`config.mk`:
```
export PLATFORM = sky130hd
export DESIGN_NAME = frame_scheduler
export DESIGN_NICKNAME = d
export VERILOG_FILES = /design/src/rtl/frame_scheduler.sv
export SDC_FILE = /design/constraint.sdc
export NUM_CORES = 1
export LEC_CHECK = 0
export CORE_ASPECT_RATIO = 0.75
export CORE_MARGIN = 10
export CORE_UTILIZATION = 25
export CTS_CLUSTER_SIZE = 14
export DETAILED_ROUTE_END_ITERATION = 12
export GPL_TIMING_DRIVEN = 0
export SLEW_MARGIN = 20
export SYNTH_ARGS = -nofsm -noshare
export SYNTH_HDL_FRONTEND = slang
export SYNTH_SLANG_ARGS = --single-unit
```
`constraint.sdc`:
```
create_clock -name clock -period 2 [get_ports clock]
set_clock_uncertainty 0.05 [all_clocks]
set_input_delay 0.4 -clock clock [delete_from_list [all_inputs] [get_ports clock]]
set_output_delay 0.4 -clock clock [all_outputs]
set_load 0.03 [all_outputs]
```
`src/rtl/frame_scheduler.sv`:
```
// Per-frame sequencer: runs the player updater, commits its pose, then runs the renderer.
// It owns the authoritative player pose and the shared grid-map read address.
module frame_scheduler #(
    parameter logic [13:0] START_X     = 14'd512,
    parameter logic [12:0] START_Y     = 13'd512,
    parameter logic [7:0]  START_ANGLE = 8'd0,
    parameter logic [23:0] TIMEOUT     = 24'd2000000
) (
    input  logic        clock,
    input  logic        reset,
    input  logic        vsync,
    output logic        pu_start,
    input  logic        pu_done,
    input  logic [13:0] pu_next_pos_x,
    input  logic [12:0] pu_next_pos_y,
    input  logic [7:0]  pu_next_angle,
    output logic [13:0] cur_pos_x,
    output logic [12:0] cur_pos_y,
    output logic [7:0]  cur_angle,
    output logic        render_start,
    input  logic        render_done,
    input  logic [5:0]  pu_grid_x,
    input  logic [4:0]  pu_grid_y,
    input  logic [5:0]  rc_grid_x,
    input  logic [4:0]  rc_grid_y,
    output logic [5:0]  grid_x,
    output logic [4:0]  grid_y,
    output logic        busy,
    output logic [15:0] frame_count,
    output logic        overrun,
    output logic        timeout_err,
    output logic [2:0]  dbg_state
);

    typedef enum logic [2:0] {
        S_IDLE     = 3'd0,
        S_PU_START = 3'd1,
        S_PU_WAIT  = 3'd2,
        S_COMMIT   = 3'd3,
        S_R_START  = 3'd4,
        S_R_WAIT   = 3'd5
    } state_e;

    state_e      state_q, state_d;
    logic        pending_q, pending_d;
    logic        overrun_q, overrun_d;
    logic        timeout_err_q, timeout_err_d;
    logic        pu_start_q, pu_start_d;
    logic        render_start_q, render_start_d;
    logic [15:0] frame_count_q, frame_count_d;
    logic [23:0] wait_cnt_q, wait_cnt_d;
    logic [13:0] cur_pos_x_q, cur_pos_x_d;
    logic [12:0] cur_pos_y_q, cur_pos_y_d;
    logic [7:0]  cur_angle_q, cur_angle_d;
    logic        wait_expired;
    logic        in_wait;

    assign wait_expired = (wait_cnt_q == TIMEOUT - 24'd1);
    assign in_wait      = (state_q == S_PU_WAIT) || (state_q == S_R_WAIT);

    always_comb begin
        state_d        = state_q;
        pending_d      = pending_q;
        overrun_d      = overrun_q;
        timeout_err_d  = timeout_err_q;
        frame_count_d  = frame_count_q;
        cur_pos_x_d    = cur_pos_x_q;
        cur_pos_y_d    = cur_pos_y_q;
        cur_angle_d    = cur_angle_q;

        case (state_q)
            S_IDLE: begin
                if (vsync || pending_q) state_d = S_PU_START;
            end
            S_PU_START: state_d = S_PU_WAIT;
            S_PU_WAIT: begin
                if (pu_done) begin
                    state_d = S_COMMIT;
                end else if (wait_expired) begin
                    state_d       = S_R_START;
                    timeout_err_d = 1'b1;
                end
            end
            S_COMMIT: begin
                cur_pos_x_d = pu_next_pos_x;
                cur_pos_y_d = pu_next_pos_y;
                cur_angle_d = pu_next_angle;
                state_d     = S_R_START;
            end
            S_R_START: state_d = S_R_WAIT;
            S_R_WAIT: begin
                if (render_done) begin
                    state_d       = S_IDLE;
                    frame_count_d = frame_count_q + 16'd1;
                end else if (wait_expired) begin
                    state_d       = S_IDLE;
                    timeout_err_d = 1'b1;
                end
            end
            default: state_d = S_IDLE;
        endcase

        // A tick arriving in PU_START is a fresh one, so it re-arms the slot being consumed.
        if (state_q == S_PU_START) pending_d = 1'b0;
        if (vsync && (state_q != S_IDLE)) begin
            if (pending_q && (state_q != S_PU_START)) overrun_d = 1'b1;
            pending_d = 1'b1;
        end

        wait_cnt_d     = (in_wait && (state_d == state_q)) ? wait_cnt_q + 24'd1 : 24'd0;
        pu_start_d     = (state_d == S_PU_START);
        render_start_d = (state_d == S_R_START);
    end

    always_ff @(posedge clock) begin
        if (reset) begin
            state_q        <= S_IDLE;
            pending_q      <= 1'b0;
            overrun_q      <= 1'b0;
            timeout_err_q  <= 1'b0;
            pu_start_q     <= 1'b0;
            render_start_q <= 1'b0;
            frame_count_q  <= 16'd0;
            wait_cnt_q     <= 24'd0;
            cur_pos_x_q    <= START_X;
            cur_pos_y_q    <= START_Y;
            cur_angle_q    <= START_ANGLE;
        end else begin
            state_q        <= state_d;
            pending_q      <= pending_d;
            overrun_q      <= overrun_d;
            timeout_err_q  <= timeout_err_d;
            pu_start_q     <= pu_start_d;
            render_start_q <= render_start_d;
            frame_count_q  <= frame_count_d;
            wait_cnt_q     <= wait_cnt_d;
            cur_pos_x_q    <= cur_pos_x_d;
            cur_pos_y_q    <= cur_pos_y_d;
            cur_angle_q    <= cur_angle_d;
        end
    end

    assign pu_start     = pu_start_q;
    assign render_start = render_start_q;
    assign cur_pos_x    = cur_pos_x_q;
    assign cur_pos_y    = cur_pos_y_q;
    assign cur_angle    = cur_angle_q;
    assign frame_count  = frame_count_q;
    assign overrun      = overrun_q;
    assign timeout_err  = timeout_err_q;
    assign busy         = (state_q != S_IDLE);
    assign dbg_state    = state_q;

    always_comb begin
        grid_x = rc_grid_x;
        grid_y = rc_grid_y;
        if ((state_q == S_PU_START) || (state_q == S_PU_WAIT)) begin
            grid_x = pu_grid_x;
            grid_y = pu_grid_y;
        end
    end

endmodule

```
* Word level (Yosys, flattened, before mapping) *
Cells that the tools add are included.

cells by class
  $add $sub $neg = 2
  reduce and logical (&&, ||, !) cells = 14
  equal/unequal tests = 12
  multiplexer cells = 14
  bitwise logic cells = 1

operators with widths
  operator               count
  $add 24x1->24 const B  1
  $eq 24x21->1 const B   1
  $pmux 3 s6             1
  $add 16x1->16 const B  1
  $mux 3                 5
  $eq 3x3->1 const B     3
  $eq 3x1->1 const B     2
  $eq 3x2->1 const B     2
  $mux 6                 1
  $mux 1                 5
  $mux 5                 1
  $ne 2x2->1 const B     2
  $reduce_and 2->1       2
  $reduce_bool 2->1      2
  $eq 3x3->1             1
  $logic_and 1x1->1      3
  $logic_not 3->1        1
  $logic_or 1x1->1       3
  $ne 3x1->1 const B     1
  $reduce_and 3->1       1
  $reduce_bool 3->1      1
  $pmux 1 s2             1
  $reduce_or 2->1        1
  $not 1->1              1

word-level totals
  register bits = 83
  bits of input ports = 62
  logic and storage cells = 54

* Depth between registers and ports, before layout *
  word-level depth = 8
  depth in mapped cells = 7
  mapped depth without buffers = 5

* Worst setup path before layout *
No wires, ideal clock.

  path type = register to output
  start point = register state_q[0] (netlist: dbg_state[0])
  end point = output grid_x[0]
  buffers on the path = 2
  required time = 1550 ps
  data arrival time = 1675 ps
  path slack = -125 ps
  stages on the path, launching flop included = 6
  path through = dfxtp_1 -> buf_2 -> nand2_1 -> a21oi_1 -> buf_2 -> mux2_2

on the way
  cells in the longest elaborated chain, start to end = 3

RTL lines
  item                                      line  text
  start: declaration                        44    state_e state_q, state_d;
  start signal: assignment                  129   state_q <= state_d;
  $eq 3x1->1 or $eq 3x2->1 (tied branches)  157   if ((state_q == S_PU_START) || (state_q == S_PU_WAIT)) begin
  $logic_or 1x1->1 *                        157
  $mux 6 *                                  157
  end: declaration                          26    output logic [5:0] grid_x,

Mark *: on every way between the ends. The rest lies on a longest branch, timed or not.

* Worst setup path after layout *
  start point = register state_q[0] (netlist: dbg_state[0])
  end point = output grid_y[0]

on the way
  cells in the longest elaborated chain, start to end = 3

RTL lines
  item                                      line  text
  $eq 3x1->1 or $eq 3x2->1 (tied branches)  157
  $logic_or 1x1->1 *                        157
  $mux 5 *                                  157
  end: declaration                          27    output logic [4:0] grid_y,

Marks and branches as above.

==> flow_metrics.py <==
metrics = {
    "status": {
        "status": "finished with violations",
        "violations": "negative setup slack",
    },
    "logic_synthesis": {
        "ys_types": 48,
        "synth_edf_count": 0,
        "ys_seq_area_frac": 0.4515,
        "synth_nets": 497,
        "synth_seq_cells": 83,
        "ys.flop_type": "dfxtp_1",
        "avgSynthCellArea_um2": 8.498,
        "yosysWarningCount": 0,
        "async_flop_share": 0,
        "synth_area_mm2": 0.003680,
        "syn_inst": 433,
    },
    "routing": {
        "route.detailed.drc": 0,
        "wl_per_cell_um": 14.55,
        "first_pass_iters": 4,
        "routed_wl_um": 11480,
        "vias_per_cell": 4.627,
        "drtIter0Drc": 148,
        "vias": 3651,
        "ant_nets": 0,
    },
    "final_layout": {
        "area_growth_pct": 56.89,
        "fill_cells": 1489,
        "diodes": 0,
        "final_common_cell": "clkdlybuf4s50_1",
        "final_core_utilization": 0.3994,
        "drive_gt1_frac": 0.1511,
        "fin_cells": 789,
        "nets": 648,
        "layout_common_cells": "clkdlybuf4s50_1, nand2_1, dfxtp_1, a21oi_1, nor2_1",
    },
    "grt": {
        "grt_pass1_vias": 3604,
        "grt_max_degree": 15,
        "antenna_found_initial": 0,
        "grt-ovfl-total": 0,
        "grt_pass1_wl_um": 18430,
        "track_usage": 0.1105,
    },
    "pwr": {
        "peakVddDrop_v": 0.0004514,
        "power.total_mw": 4.465,
        "p_leak_nw": 2.032,
        "p_per_area_mw_per_mm2": 773.4,
    },
    "timing": {
        "holdWs_ns": 0.4045,
        "setup_ws_ns": -0.2086,
        "max_freq_ghz": 0.4528,
        "worstMarginPinSlew_ns": 0.5344,
        "tns_ns": -2.080,
        "rsz0062_at_grt": "yes",
        "hold_viol": 0,
        "min_period_ns": 2.209,
        "setup_viol": 11,
        "fin_crit_sh": 1.104,
        "max-slew-margin-rel": 0.6437,
        "slew_viol_final": 0,
    },
    "clock_tree": {
        "clk_pin_slew_worst_paths_ns": 0.06,
        "numCtsBuffers": 9,
        "cts_tree": "done",
        "numClockSinks": 83,
        "cts-root-buf": "clkbuf_16",
        "cts_hold_buf": 0,
        "insertion_delay_ns": 0.33,
        "cts_buffer_depth": 2,
        "h-tree-depth": 3,
    },
    "setup_path": {
        "cp-start-kind": "flip-flop",
        "cp_max_fo": 5,
        "end_kind": "primary output",
        "critical_path_class": "flip-flop to primary output",
        "arrival_ns": 1.76,
        "cp.required_ns": 1.55,
    },
    "worst_hold_path": {
        "hold_path_class": "flip-flop to flip-flop",
    },
    "floorplan": {
        "num_rows": 38,
        "start_util": 0.2546,
        "dieWidth_um": 160.1,
        "coreArea_mm2": 0.01445,
        "floorplan.io_pins": 132,
        "dieArea_mm2": 0.02002,
        "die_h_um": 125.1,
    },
    "placed_design": {
        "gp_congestion": 0.7971,
        "dp_hpwl_um": 8803,
        "portBuffers": 131,
        "placedCellCount": 764,
    },
    "run": {
        "maxCapViolCount": 0,
    },
}
==> Yosys cell counts, drive strengths merged (4+ instances only) <==
master	count	area (um2)
nor3	6	30.03
o21ai	5	25.02
nor2	30	112.6
nand3	19	105.1
nand2	88	330.3
buf	13	91.33
or4	9	71.32
nor4	6	43.79
and3	8	52.55
and4	4	35.03
dfxtp	83	1662
nand4	11	68.82
mux2	13	146.4
or3	6	37.54
a21oi	55	279.0
inv	6	22.52
xor2	11	96.34
xnor2	10	87.58
o31ai	10	80.07
clkbuf	12	45.04
==> routing by layer <==
metal | vias to the layer above | part of all wire | track usage
li1 | 1828 | - | -
met1 | 1691 | 0.46 | 0.1354
met2 | 126 | 0.44 | 0.1686
met3 | 6 | 0.097 | 0.05213
met4 | 0 | 0.0064 | 0.03394
met5 | - | 0 | 0
==> logic make-up after synthesis <==
logic type | synth area share
fa+ha+maj | 0.006799
simple gates | 0.2781
compound gates | 0.1306
mux | 0.03978
buf+inv | 0.04318
flops | 0.4515
xor+xnor | 0.04998
==> through the flow <==
| stage | setup slack (ns) | area (um2) |
|---|---|---|
| floorplan | 0.02624 | 3685 |
| global placement | -0.7675 | 5246 |
| detailed placement | -0.8037 | 5246 |
| CTS | -0.2345 | 5727 |
| global route | -0.2734 | 5773 |
| finish | -0.2086 | 5773 |
==> state kept, by name, indices dropped and copies added, names as in the netlist, 3 cells and up <==
signal and flops:
cur_pos_y 13, cur_angle 8, wait_cnt_q 24, frame_count 16, dbg_state 3, cur_pos_x 14
==> worst paths after layout <==
| check | slack, ns | startpoint | end | cells past startpoint |
|---|---|---|---|---|
| min reg2reg | 0.40 | cur_pos_y[5]$_SDFFE_PP0P_ | cur_pos_y[5]$_SDFFE_PP0P_ | 2 |
| max | -0.21 | dbg_state[0]$_SDFF_PP0_ | grid_y[0] | 7 |
| max reg2reg | 0.15 | wait_cnt_q[14]$_SDFF_PP0_ | wait_cnt_q[7]$_SDFF_PP0_ | 6 |
| min | 0.40 | cur_pos_y[5]$_SDFFE_PP0P_ | cur_pos_y[5]$_SDFFE_PP0P_ | 2 |
==> final cells by class <==
type / instances / area, um2 / share of cell area
multi-input combinational: 319 / 1918 / 0.3322
sequential: 83 / 1667 / 0.2887
timing repair buffer: 142 / 1416 / 0.2453
tap: 200 / 250.2 / 0.04335
clock buffer: 11 / 242.7 / 0.04205
buffer: 23 / 146.4 / 0.02536
clock inverter: 5 / 107.6 / 0.01864
inverter: 6 / 25.02 / 0.004335
==> worst max-delay path, cell delays in order (launching register included) <==
cell and delay [ns]:
dfxtp_2 0.32, buf_6 0.13, inv_4 0.06, nand2_4 0.05, a21oi_4 0.23, buf_6 0.17, mux2_2 0.34, buf_6 0.14
==> timing repair <==
| action | 4_1_cts | 5_1_grt |
|---|---|---|
| cloned | 1 | 0 |
| buffers inserted | 6 | 4 |
| pin swaps | 2 | 1 |
| endpoints found under the setup margin | 12 | 66 |
| gates resized for setup | 105 | 14 |
| endpoints found under the hold margin | 0 | 0 |
==> power breakdown <==
group / internal [mW] / leakage [nW] / switching (mW)
sequential: 1.69 / 0.671 / 0.0229
clock: 1.26 / 0.171 / 0.666
combinational: 0.415 / 1.19 / 0.407
total: 3.37 / 2.03 / 1.10
(Power assumes the default switching activity.)
